### config.mk
export PLATFORM = sky130hd
export DESIGN_NAME = ram_port_arbiter_flat
export DESIGN_NICKNAME = d
export VERILOG_FILES = /design/src/rtl/ram_arb_pkg.sv /design/src/rtl/ram_port_arbiter_if.sv /design/src/rtl/ram_port_arbiter_rr_grant2.sv /design/src/rtl/ram_port_arbiter.sv /design/src/flat_wrapper.sv
export SDC_FILE = /design/constraint.sdc
export NUM_CORES = 1
export LEC_CHECK = 0
export BUFFER_PORTS_ARGS = -buffer_cell sky130_fd_sc_hd__buf_2
export CAP_MARGIN = 20
export CORE_MARGIN = 2
export CORE_UTILIZATION = 35
export CTS_CLUSTER_SIZE = 30
export DETAILED_ROUTE_END_ITERATION = 10
export MAX_ROUTING_LAYER = met4
export PLACE_DENSITY_LB_ADDON = 0.15
export SYNTH_ARGS = -nofsm -noshare
export SYNTH_HDL_FRONTEND = slang
export SYNTH_SLANG_ARGS = --single-unit
### constraint.sdc
create_clock -name clk -period 12.4 [get_ports clk]
set_input_delay 1.24 -clock clk [delete_from_list [all_inputs] [get_ports clk]]
set_output_delay 1.24 -clock clk [all_outputs]
set_load 0.05 [all_outputs]
### src/rtl/ram_arb_pkg.sv
// ram_arb_pkg: arbiter state encoding and client identifiers.
package ram_arb_pkg;
  typedef enum logic [1:0] {IDLE, ISSUE, WAIT, ACK} arb_state_t;
  localparam logic CLIENT_SD = 1'b0;
  localparam logic CLIENT_CPU = 1'b1;
endpackage

### src/rtl/ram_port_arbiter_if.sv
// ram_port_arbiter_if: client request/ack bundle plus RAM strobe/ready channel.
interface ram_port_arbiter_if #(parameter int AW = 32, parameter int DW = 32);
  logic c0_req, c1_req, c0_we, c1_we;
  logic [AW-1:0] c0_addr, c1_addr;
  logic [DW-1:0] c0_wdata, c1_wdata;
  logic c0_ack, c1_ack, c0_err, c1_err;
  logic [DW-1:0] c0_rdata, c1_rdata;
  logic [AW-1:0] ram_address;
  logic [DW-1:0] ram_data, ram_rdata;
  logic ram_sig_write, ram_sig_read, ram_is_ready;
  logic busy, grant_id;
  modport slave (
    input c0_req, c1_req, c0_we, c1_we, c0_addr, c1_addr, c0_wdata, c1_wdata, ram_is_ready, ram_rdata,
    output c0_ack, c1_ack, c0_err, c1_err, c0_rdata, c1_rdata, ram_address, ram_data,
    output ram_sig_write, ram_sig_read, busy, grant_id
  );
  modport master (
    output c0_req, c1_req, c0_we, c1_we, c0_addr, c1_addr, c0_wdata, c1_wdata, ram_is_ready, ram_rdata,
    input c0_ack, c1_ack, c0_err, c1_err, c0_rdata, c1_rdata, ram_address, ram_data,
    input ram_sig_write, ram_sig_read, busy, grant_id
  );
endinterface

### src/rtl/ram_port_arbiter_rr_grant2.sv
// rr_grant2: combinational two-way grant, round-robin or client-0 priority.
module rr_grant2 import ram_arb_pkg::*; #(
  parameter int ROUND_ROBIN = 1
) (
  input  logic req0,
  input  logic req1,
  input  logic last_grant,
  output logic valid,
  output logic id
);
  always_comb begin
    valid = req0 | req1;
    id = (req0 & req1) ? ((ROUND_ROBIN != 0) ? ~last_grant : CLIENT_SD) : (req1 ? CLIENT_CPU : CLIENT_SD);
  end
endmodule

### src/rtl/ram_port_arbiter.sv
// ram_port_arbiter: serialises SD-loader and CPU transactions onto one RAM strobe/ready channel.
module ram_port_arbiter import ram_arb_pkg::*; #(
  parameter int AW = 32,
  parameter int DW = 32,
  parameter int ROUND_ROBIN = 1,
  parameter int TIMEOUT = 1024
) (
  input logic clk,
  input logic reset,
  ram_port_arbiter_if.slave bus
);
  localparam int CW = (TIMEOUT > 0) ? $clog2(TIMEOUT + 1) : 1;
  localparam logic [CW-1:0] TMAX = CW'((TIMEOUT > 0) ? TIMEOUT - 1 : 0);
  arb_state_t state;
  logic last_grant, we_q, gnt_valid, gnt_id, g_we, timed_out, done;
  logic [CW-1:0] cnt;
  logic [AW-1:0] g_addr;
  logic [DW-1:0] g_wdata, rd;
  rr_grant2 #(.ROUND_ROBIN(ROUND_ROBIN)) u_grant (
    .req0(bus.c0_req),
    .req1(bus.c1_req),
    .last_grant(last_grant),
    .valid(gnt_valid),
    .id(gnt_id)
  );
  always_comb begin
    g_we = (gnt_id == CLIENT_CPU) ? bus.c1_we : bus.c0_we;
    g_addr = (gnt_id == CLIENT_CPU) ? bus.c1_addr : bus.c0_addr;
    g_wdata = (gnt_id == CLIENT_CPU) ? bus.c1_wdata : bus.c0_wdata;
    timed_out = (TIMEOUT != 0) && (cnt == TMAX);
    done = bus.ram_is_ready || timed_out;
    rd = (bus.ram_is_ready && !we_q) ? bus.ram_rdata : '0;
  end
  // Strobes and acks default low so each is a single-cycle pulse.
  always_ff @(posedge clk or posedge reset)
    if (reset) begin
      state <= IDLE;
      last_grant <= CLIENT_CPU;
      we_q <= 1'b0;
      cnt <= '0;
      bus.c0_ack <= 1'b0;
      bus.c1_ack <= 1'b0;
      bus.c0_err <= 1'b0;
      bus.c1_err <= 1'b0;
      bus.c0_rdata <= '0;
      bus.c1_rdata <= '0;
      bus.ram_address <= '0;
      bus.ram_data <= '0;
      bus.ram_sig_write <= 1'b0;
      bus.ram_sig_read <= 1'b0;
      bus.busy <= 1'b0;
      bus.grant_id <= 1'b0;
    end else begin
      bus.ram_sig_write <= 1'b0;
      bus.ram_sig_read <= 1'b0;
      bus.c0_ack <= 1'b0;
      bus.c1_ack <= 1'b0;
      bus.c0_err <= 1'b0;
      bus.c1_err <= 1'b0;
      case (state)
        IDLE: if (gnt_valid) begin
          bus.ram_address <= g_addr;
          bus.ram_data <= g_wdata;
          bus.ram_sig_write <= g_we;
          bus.ram_sig_read <= !g_we;
          bus.grant_id <= gnt_id;
          bus.busy <= 1'b1;
          last_grant <= gnt_id;
          we_q <= g_we;
          state <= ISSUE;
        end
        ISSUE: begin
          cnt <= '0;
          state <= WAIT;
        end
        WAIT: begin
          cnt <= cnt + CW'(1);
          if (done) begin
            if (bus.grant_id == CLIENT_CPU) begin
              bus.c1_ack <= 1'b1;
              bus.c1_err <= !bus.ram_is_ready;
              bus.c1_rdata <= rd;
            end else begin
              bus.c0_ack <= 1'b1;
              bus.c0_err <= !bus.ram_is_ready;
              bus.c0_rdata <= rd;
            end
            state <= ACK;
          end
        end
        ACK: begin
          bus.busy <= 1'b0;
          state <= IDLE;
        end
        default: state <= IDLE;
      endcase
    end
endmodule
### src/flat_wrapper.sv
// flat-port wrapper written by rule: the top's interface ports become plain ports
module ram_port_arbiter_flat import ram_arb_pkg::*;
#(
  parameter int AW = 32,
  parameter int DW = 32,
  parameter int ROUND_ROBIN = 1,
  parameter int TIMEOUT = 1024
)
  (clk, reset, bus_c0_req, bus_c1_req, bus_c0_we, bus_c1_we, bus_c0_addr, bus_c1_addr, bus_c0_wdata, bus_c1_wdata, bus_ram_is_ready, bus_ram_rdata, bus_c0_ack, bus_c1_ack, bus_c0_err, bus_c1_err, bus_c0_rdata, bus_c1_rdata, bus_ram_address, bus_ram_data, bus_ram_sig_write, bus_ram_sig_read, bus_busy, bus_grant_id);
  ram_port_arbiter_if #(.AW(AW), .DW(DW)) bus_i ();
  input logic clk;
  input logic reset;
  input wire logic [$bits(bus_i.c0_req)-1:0] bus_c0_req;
  input wire logic [$bits(bus_i.c1_req)-1:0] bus_c1_req;
  input wire logic [$bits(bus_i.c0_we)-1:0] bus_c0_we;
  input wire logic [$bits(bus_i.c1_we)-1:0] bus_c1_we;
  input wire logic [$bits(bus_i.c0_addr)-1:0] bus_c0_addr;
  input wire logic [$bits(bus_i.c1_addr)-1:0] bus_c1_addr;
  input wire logic [$bits(bus_i.c0_wdata)-1:0] bus_c0_wdata;
  input wire logic [$bits(bus_i.c1_wdata)-1:0] bus_c1_wdata;
  input wire logic [$bits(bus_i.ram_is_ready)-1:0] bus_ram_is_ready;
  input wire logic [$bits(bus_i.ram_rdata)-1:0] bus_ram_rdata;
  output wire logic [$bits(bus_i.c0_ack)-1:0] bus_c0_ack;
  output wire logic [$bits(bus_i.c1_ack)-1:0] bus_c1_ack;
  output wire logic [$bits(bus_i.c0_err)-1:0] bus_c0_err;
  output wire logic [$bits(bus_i.c1_err)-1:0] bus_c1_err;
  output wire logic [$bits(bus_i.c0_rdata)-1:0] bus_c0_rdata;
  output wire logic [$bits(bus_i.c1_rdata)-1:0] bus_c1_rdata;
  output wire logic [$bits(bus_i.ram_address)-1:0] bus_ram_address;
  output wire logic [$bits(bus_i.ram_data)-1:0] bus_ram_data;
  output wire logic [$bits(bus_i.ram_sig_write)-1:0] bus_ram_sig_write;
  output wire logic [$bits(bus_i.ram_sig_read)-1:0] bus_ram_sig_read;
  output wire logic [$bits(bus_i.busy)-1:0] bus_busy;
  output wire logic [$bits(bus_i.grant_id)-1:0] bus_grant_id;
  assign bus_i.c0_req = bus_c0_req;
  assign bus_i.c1_req = bus_c1_req;
  assign bus_i.c0_we = bus_c0_we;
  assign bus_i.c1_we = bus_c1_we;
  assign bus_i.c0_addr = bus_c0_addr;
  assign bus_i.c1_addr = bus_c1_addr;
  assign bus_i.c0_wdata = bus_c0_wdata;
  assign bus_i.c1_wdata = bus_c1_wdata;
  assign bus_i.ram_is_ready = bus_ram_is_ready;
  assign bus_i.ram_rdata = bus_ram_rdata;
  assign bus_c0_ack = bus_i.c0_ack;
  assign bus_c1_ack = bus_i.c1_ack;
  assign bus_c0_err = bus_i.c0_err;
  assign bus_c1_err = bus_i.c1_err;
  assign bus_c0_rdata = bus_i.c0_rdata;
  assign bus_c1_rdata = bus_i.c1_rdata;
  assign bus_ram_address = bus_i.ram_address;
  assign bus_ram_data = bus_i.ram_data;
  assign bus_ram_sig_write = bus_i.ram_sig_write;
  assign bus_ram_sig_read = bus_i.ram_sig_read;
  assign bus_busy = bus_i.busy;
  assign bus_grant_id = bus_i.grant_id;
  ram_port_arbiter #(.AW(AW), .DW(DW), .ROUND_ROBIN(ROUND_ROBIN), .TIMEOUT(TIMEOUT)) u_core (.clk(clk), .reset(reset), .bus(bus_i));
endmodule
==> results of run 1 <==
[worst paths after layout]
| check | start | to | slack, ns | cells past startpoint |
|---|---|---|---|---|
| max in group asynchronous | reset | u_core.bus.c1_rdata[8] | 10.09 | 3 |
| min reg2reg | u_core.bus.ram_address[4] | u_core.bus.ram_address[4] | 0.47 | 2 |
| min in group asynchronous | reset | u_core.bus.c0_rdata[31] | 1.02 | 2 |
| max reg2reg | u_core.state[0] | u_core.bus.c0_rdata[23] | 10.00 | 8 |
| min | u_core.bus.ram_address[4] | u_core.bus.ram_address[4] | 0.47 | 2 |
| max | bus_c1_req | u_core.bus.ram_address[25] | 9.62 | 5 |
[state kept, by name, summed over array words and instances (netlist names), 2 cells and up]
register,flops
u_core.bus.c0_rdata,32
u_core.bus.c1_rdata,32
u_core.bus.ram_address,32
u_core.bus.ram_data,32
u_core.cnt,11
u_core.state,2
[cells in the mapped netlist, drive strengths merged, types with 2 or more instances]
master / n
nor2: 6
a31oi: 2
and3: 2
a22o: 2
buf: 15
nor4: 5
a21o: 5
dfrtp: 150
clkbuf: 27
nand2: 76
nor3: 2
and2: 2
inv: 12
ha: 5
o21ai: 76
nand3: 6
a32o: 64
mux2i: 67
o2bb2ai: 2
a21oi: 2
[power by group through the flow]
stage / registers (W) / logic (W) / clock network [W]
floorplan: 0.00155 / 0.000388 / 0
global placement: 0.000825 / 0.00146 / 0
detailed placement: 0.000835 / 0.00148 / 0
CTS: 0.000828 / 0.00148 / 0.000546
global route: 0.000854 / 0.00155 / 0.000569
finish: 0.000827 / 0.00146 / 0.000531
[area by class of cell]
type	instances	area (um^2)	area share
repair buffers	310	1570	0.180
diodes	4	10.0	0.00115
multi-input cells	333	2400	0.276
clock inverters	10	144	0.0165
well taps	229	287	0.0329
flip-flops and latches	151	3780	0.434
inverters	12	50.0	0.00574
clock buffers	21	470	0.0540
[kinds of logic (layout without fill, tap and decap cells)]
family	Yosys count	in the layout	share of synthesized area
compound gates	158	158	0.183
fa+ha+maj	5	5	0.00979
buf+inv	54	353	0.0374
flops	151	151	0.591
mux	67	67	0.105
other cells	0	4	0
simple gates	103	103	0.0730
[worst max-delay path: cells and delay by family]
family                 cells  cell delay [ns]
multiplexers               1             0.29
AO/OA/AOI/OAI              2             0.41
buffers and inverters      2             0.96
[through the flow]
stage,hold slack (ns),util,setup WS [ns],instances,area (um^2)
detailed placement,0.465,0.451,9.15,1035,8090
floorplan,0.467,-,7.10,538,6390
CTS,0.478,0.485,9.58,1066,8710
global route,0.501,0.485,9.51,1070,8720
finish,0.474,0.485,9.62,1070,8720
global placement,0.461,0.451,9.24,1035,8090
[routing by layer]
layer,share of wire,track usage,vias up
li1,-,-,2576
met1,0.42,0.234,2631
met2,0.51,0.318,187
met3,0.050,0.0470,25
met4,0.020,0.0659,0
met5,0,-,-
==> flow_summary.yaml, run 1 <==
cts:
  htreeDepth: 4
  cts.path.max_buffers: 2
  cts_buffers: 17
  ctsResizeCount: 0
  cts_sinks: 151
  cts_tree: "yes"
  clock_latency_ns: 0.41
  cts_setup_buffers: 0
  cts_hold_buf: 0
  cts-root-buf: "clkbuf_16"
  path_clk_slew_ns: 0.06
yosys:
  synth_flop_cell: "dfrtp_1"
  synth_area_leaders: "dfrtp_1 (59%), mux2i_1 (10%), a32o_1 (10%), o21ai_0 (5.8%), nand2_1 (4.5%)"
  synthArstFlopShare: 1.00
  synth_cell_type_count: 36
  synth_nets: 710
  synth_area_per_cell_um2: 11.9
  synth_sequential_area_ratio: 0.591
  synth_edf_count: 0
  yosysWarningCount: 0
  synth_top_area_cell: "dfrtp_1"
  synth.ff_latch_count: 151
  synth_area_mm2: 0.00639
  syn_inst: 538
  yosys.area.top_type_share: 0.587
place:
  gp_congestion: 0.860
  portBuffers: 302
  hpwlAfterDp_um: 12900
drt:
  vias: 5419
  wl_um: 18200
  first_pass_iters: 5
  ant_nets: 0
  viasPerCell: 5.06
  drt_iter0_markers: 279
  drc: 0
  wl_per_cell_um: 17.0
grt:
  grt_overflow_total: 0
  grt_pass1_wl_um: 29200
  antenna_found_initial: 4
  grt_usage: 0.193
  grt_pass1_vias: 5454
  grt_max_degree: 123
finish:
  fillers: 1688
  final_common_cell: "buf_2"
  nets: 997
  drive_above_1_share: 0.423
  area_growth_syn_to_layout_pct: 36.4
  most-common-layout-cells: "buf_2 (302), dfrtp_1 (150), nand2_1 (76), o21ai_0 (73), mux2i_1 (67)"
floorplanning:
  die_area_mm2: 0.0194
  initial_core_util: 0.356
  ios: 303
  die_h_um: 139
  rows: 49
  core_mm2: 0.0180
  die_width_um: 139
critical_path:
  worstPathArrival_ns: 3.02
  critPathMaxStageDelay_ns: 0.81
  crit_required_ns: 12.64
  crit_chain: "buf_2 > a21boi_4 > buf_4 > mux2i_1 > o21ai_0"
  critPathMaxFanout: 61
  path_class: "in -> reg"
  cp-end-kind: "register"
  worst_setup_path_start_kind: "input pin"
  critPathSlowestCell: "buf_4"
power:
  power.net_switching_w: 0.00143
  p_seq_frac: 0.293
  power_density_mw_per_mm2: 324
  pwr-share-comb: 0.519
  p_sw_frac: 0.507
  vdd_drop_max_v: 0.000224
  p_int_w: 0.00139
  pwr-share-clk: 0.188
  leakage_nw: 4.56
  p_total_w: 0.00282
timing:
  finalCritPeriodShare: 0.224
  max_freq_mhz: 359
  rsz0062_at_grt: "no"
  drv_slew: 0
  finalSetupViolations: 0
  clock_skew_ns: 0.00915
  slew_headroom: 0.289
  final-hold-violation-count: 0
  worst_pin_slew_ns: 1.07
  fin_setup_tns_ns: 0
  min_period_ns: 2.78
hold_path:
  hp-class: "reg -> reg"
job:
  maxCapViolCount: 0
status:
  outcome: "completed"
(Power assumes the default switching activity.)
==> run 2: changes to the inputs <==
--- a/config.mk
+++ b/config.mk
@@ -5,6 +5,7 @@
 export SDC_FILE = /design/constraint.sdc
 export NUM_CORES = 1
 export LEC_CHECK = 0
+export ABC_AREA = 1
 export BUFFER_PORTS_ARGS = -buffer_cell sky130_fd_sc_hd__buf_2
 export CAP_MARGIN = 20
 export CORE_MARGIN = 2
==> constraint.sdc (replaced) <==
create_clock -name clk -period 2.8 [get_ports clk]
set_input_delay 0.28 -clock clk [delete_from_list [all_inputs] [get_ports clk]]
set_output_delay 0.28 -clock clk [all_outputs]
set_load 0.05 [all_outputs]
==> flow_summary.yaml, run 2 <==
status:
  outcome: "completed"
timing:
  drv_slew: 0
  rsz0062_at_grt: "no"
  fin_setup_tns_ns: 0
  worst_pin_slew_ns: 0.809
  final-hold-violation-count: 0
  clock_skew_ns: 0.00873
  fin_hold_ws_ns: 0.0585
  finalCritPeriodShare: 0.712
  min_period_ns: 1.99
  finalSetupViolations: 0
  slew_headroom: 0.461
  max_freq_mhz: 501
floorplanning:
  die_area_mm2: 0.0206
  die_width_um: 144
  rows: 51
  ios: 303
  core_mm2: 0.0193
  die_h_um: 144
  initial_core_util: 0.354
place:
  postPlaceCellArea_mm2: 0.00850
  gp_congestion: 0.849
  hpwlAfterDp_um: 13600
  portBuffers: 302
critical_path:
  critPathMaxFanout: 35
  r2r_end: "u_core.bus.c1_rdata[17]"
  r2r_start: "u_core.cnt[0]"
  reg2reg_depth: 8
  cp-end-kind: "register"
  ff2ff_setup_slack_ns: 0.81
  startpoint: "u_core.cnt[0]"
  worstPathArrival_ns: 2.29
  worst_setup_path_start_kind: "register"
  crit_end: "u_core.bus.c1_rdata[17]"
  path_class: "reg -> reg"
  crit_required_ns: 3.10
finish:
  most-common-layout-cells: "buf_2 (302), nand2_1 (258), dfrtp_1 (150), nor2_1 (106), o21ai_0 (94)"
  diodes: 0
  area_growth_syn_to_layout_pct: 34.1
  design_area_mm2: 0.00915
  utilization: 0.475
  nets: 1280
  final_common_cell: "buf_2"
  multi_input_area_mm2: 0.00255
  fillers: 1965
  drive_above_1_share: 0.326
  seqCellArea_mm2: 0.00378
cts:
  cts_sinks: 151
  cts_setup_buffers: 0
  cts-root-buf: "clkbuf_16"
  htreeDepth: 4
  cts_hold_buf: 0
  clock_latency_ns: 0.42
  ctsResizeCount: 0
  cts_tree: "yes"
  path_clk_slew_ns: 0.06
  cts_buffers: 17
  cts.path.max_buffers: 2
yosys:
  synth_area_leaders: "dfrtp_1 (55%), nand2_1 (14%), o21ai_0 (6.9%), nor2_1 (5.8%), nand4_1 (3.2%)"
  synthArstFlopShare: 1.00
  synth_area_per_cell_um2: 8.21
  synth_top_area_cell: "dfrtp_1"
  synth_area_mm2: 0.00682
  yosysWarningCount: 0
  synth_nets: 1003
  synth_cell_type_count: 29
  synth.ff_latch_count: 151
  syn_inst: 831
  synth_edf_count: 0
  yosys.area.top_type_share: 0.550
  synth_sequential_area_ratio: 0.554
  synthTopCellsByCount: "nand2_1 (259), dfrtp_1 (150), nor2_1 (106)"
  synth_most_common_cell: "nand2_1"
  synth_flop_cell: "dfrtp_1"
grt:
  grt_pass1_wl_um: 31100
  grt_pass1_vias: 6051
  grt_max_degree: 152
  grt_overflow_total: 0
  use_met2: 0.312
  met1_usage: 0.248
  grt_usage: 0.197
  antenna_found_initial: 0
  top_usage_layer: "met2"
  use_met3: 0.0487
hold_path:
  hp-class: "in -> reg"
drt:
  wl_um: 19800
  drt_iter0_markers: 316
  vias: 6344
  ant_nets: 0
  first_pass_iters: 4
  wl_per_cell_um: 14.3
  drc: 0
  viasPerCell: 4.58
power:
  leakage_nw: 5.15
  power_density_mw_per_mm2: 1440
  p_total_w: 0.0132
  vdd_drop_max_v: 0.000656
job:
  maxCapViolCount: 0
## run 2: area by class of cell
type / count / area share
flip-flops and latches: 151 / 0.413
multi-input cells: 571 / 0.279
repair buffers: 311 / 0.177
clock buffers: 18 / 0.0469
well taps: 265 / 0.0362
clock inverters: 14 / 0.0245
inverters: 56 / 0.0239
## run 2: how the worst min path moves through the flow
stage	start	endpoint	depth (start not counted)
2_1_floorplan	bus_ram_is_ready	u_core.bus.c0_err	1
3_3_place_gp	u_core.bus.c1_rdata[16]	u_core.bus.c1_rdata[16]	2
3_5_place_dp	u_core.bus.c1_rdata[11]	u_core.bus.c1_rdata[11]	2
4_1_cts	bus_ram_is_ready	u_core.bus.c0_err	2
5_1_grt	bus_ram_is_ready	u_core.bus.c0_err	2
6_report	bus_ram_is_ready	u_core.bus.c0_err	2
## run 2: per-stage QoR
| stage | setup WS, ns | std cells |
|---|---|---|
| after detailed placement | 0.835 | 1354 |
| after global routing | 0.608 | 1386 |
| after floorplan | 0.618 | 831 |
| final | 0.805 | 1386 |
| after global placement | 0.869 | 1354 |
| after CTS | 0.822 | 1386 |
## run 2: layer usage
layer / up-vias / wire, um
met5: - / 0
met4: 0 / 424
met3: 29 / 1300
met2: 227 / 9300
met1: 2887 / 8770
li1: 3201 / -
## run 2: kinds of logic after synthesis
| logic type | after synthesis | share of synthesized area |
|---|---|---|
| xor gates and xnor gates | 1 | 0.00128 |
| adders and majority gates | 5 | 0.00917 |
| DFF | 151 | 0.554 |
| buffers and inverters | 109 | 0.0730 |
| and+or+nand+nor | 424 | 0.259 |
| AOI/OAI and AO/OA | 141 | 0.104 |
## run 2: report_power, final
group / internal [W] / switching [W]
clock: 0.00159 / 0.000934
combinational: 0.00147 / 0.00541
sequential: 0.00319 / 0.000550
total: 0.00626 / 0.00690
## run 2: worst max-delay path, stage by stage, from the launching register on
cell and delay [ns]:
dfrtp_1 0.38, ha_1 0.17, inv_1 0.06, nor2_4 0.12, nand3_2 0.11, nand2_4 0.33, nand3_4 0.42, nand2_1 0.17
nand2_1 0.07
==> run 3: changes to the inputs <==
==> constraint.sdc (replaced) <==
create_clock -name clk -period 2.1 [get_ports clk]
set_input_delay 0.21 -clock clk [delete_from_list [all_inputs] [get_ports clk]]
set_output_delay 0.21 -clock clk [all_outputs]
set_load 0.05 [all_outputs]
==> flow_summary.yaml, run 3 (synthesized netlist as in run 2, its figures left out) <==
grt:
  antenna_found_initial: 0
  grt_pass1_wl_um: 31400
  grt_max_degree: 109
  grt_overflow_total: 0
  grt_usage: 0.200
  grt_pass1_vias: 6002
finish:
  diodes: 0
  fillers: 2000
  most-common-layout-cells: "buf_2 (302), nand2_1 (258), dfrtp_1 (150), nor2_1 (106), o21ai_0 (94)"
  design_area_mm2: 0.00917
  final_common_cell: "buf_2"
  nets: 1286
  area_growth_syn_to_layout_pct: 34.4
  drive_above_1_share: 0.327
cts:
  cts_setup_buffers: 0
  cts_sinks: 151
  cts_tree: "yes"
  cts-root-buf: "clkbuf_16"
  clock_latency_ns: 0.42
  cts_buffers: 17
  path_clk_slew_ns: 0.06
  ctsResizeCount: 0
  cts.path.max_buffers: 2
  cts_hold_buf: 2
  htreeDepth: 4
power:
  pwr-share-comb: 0.528
  leakage_nw: 5.17
  power_density_mw_per_mm2: 1900
  p_sw_frac: 0.524
  p_seq_frac: 0.287
  power.net_switching_w: 0.00913
  pwr-share-clk: 0.186
  vdd_drop_max_v: 0.000862
  p_int_w: 0.00830
hold_path:
  hp-class: "in -> reg"
place:
  portBuffers: 302
  gp_congestion: 0.799
  postPlaceCellArea_mm2: 0.00853
  hpwlAfterDp_um: 13800
drt:
  drt_iter0_markers: 252
  drc: 0
  viasPerCell: 4.57
  ant_nets: 0
  vias: 6345
  wl_um: 20100
  wl_per_cell_um: 14.5
  first_pass_iters: 5
critical_path:
  critPathMaxFanout: 9
  cp.buffers_inverters: 2
  cp-end-kind: "register"
  critPathMaxStageDelay_ns: 0.44
  worstPathArrival_ns: 2.16
  worst_setup_path_start_kind: "register"
  crit_chain: "inv_1 > ha_1 > nand2_1 > nor2_1 > nand2_1 > nor2_1 > a21oi_1 > nand2_1 > inv_1"
  cpMostUsedCell: "nand2_1"
  cpLargestDelayFamily: "simple AND/OR/NAND/NOR gates"
  crit_required_ns: 2.41
  path_class: "reg -> reg"
  critPathSlowestCell: "ha_1"
floorplanning:
  rows: 51
  die_area_mm2: 0.0206
  die_h_um: 144
  initial_core_util: 0.354
  die_width_um: 144
  ios: 303
  core_mm2: 0.0193
timing:
  rsz0062_at_grt: "no"
  final-hold-violation-count: 0
  drv_slew: 0
  clock_skew_ns: 0.0112
  fin_setup_tns_ns: 0
  finalCritPeriodShare: 0.884
  max_freq_mhz: 539
  worst_pin_slew_ns: 0.622
  finalSetupViolations: 0
  min_period_ns: 1.86
  slew_headroom: 0.585
job:
  maxCapViolCount: 0
status:
  outcome: "completed"
## run 3: cell count changes in the layout (fill, tap and decap cells not counted)
cell and change:
inv_8 -1, clkinv_4 -1, clkinvlp_4 -3, bufinv_16 -1, buf_4 +4, dlygate4sd3_1 +2
clkinv_2 +1, clkbuf_8 +3, inv_6 -1
## run 3: per-stage QoR
stage / std cells / total power, W / hold WS [ns] / setup WS, ns / utilization
floorplan: 831 / 0.0119 / 0.276 / -0.0121 / -
global placement: 1358 / 0.0142 / 0.429 / 0.274 / 0.443
detailed placement: 1358 / 0.0143 / 0.422 / 0.254 / 0.443
CTS: 1389 / 0.0176 / 0.0299 / 0.241 / 0.476
global route: 1389 / 0.0185 / 0.0400 / 0.0426 / 0.476
finish: 1389 / 0.0174 / 0.0485 / 0.244 / 0.476
## run 3: final timing paths
kind,startpoint,to,slack [ns],cells past startpoint
max,u_core.state[1],u_core.cnt[9],0.24,9
min,bus_c1_wdata[19],u_core.bus.ram_data[19],0.05,3
max reg2reg,u_core.state[1],u_core.cnt[9],0.24,9
min reg2reg,u_core.bus.c1_rdata[17],u_core.bus.c1_rdata[17],0.47,2
max in group asynchronous,reset,u_core.bus.ram_data[31],1.12,4
min in group asynchronous,reset,u_core.bus.ram_address[6],0.50,4
## run 3: worst min-delay path: cells and delay by family
kind,cells,cell delay [ns]
simple gates,1,0.03
buf+inv,1,0.07
compound gates,1,0.11
## run 3: area by class of cell
| class | instances | area, um^2 | area share |
|---|---|---|---|
| sequential | 151 | 3780 | 0.412 |
| multi-input combinational | 571 | 2550 | 0.278 |
| timing repair buffer | 317 | 1670 | 0.182 |
| clock buffer | 21 | 470 | 0.0513 |
| tap | 265 | 332 | 0.0362 |
| inverter | 56 | 219 | 0.0239 |
| clock inverter | 8 | 148 | 0.0161 |
## run 3: power groups by stage
stage | clock network [W] | registers (W) | logic [W]
4_1_cts | 0.00331 | 0.00499 | 0.00929
5_1_grt | 0.00344 | 0.00517 | 0.00986
2_1_floorplan | 0 | 0.00942 | 0.00248
3_3_place_gp | 0 | 0.00503 | 0.00919
6_report | 0.00324 | 0.00499 | 0.00920
3_5_place_dp | 0 | 0.00500 | 0.00930
## run 3: routing by layer
metal,up-vias,track usage,part of all wire
met1,2893,0.256,0.45
met5,-,-,0
li1,3207,-,-
met2,223,0.317,0.47
met4,0,0.0573,0.014
met3,22,0.0503,0.067
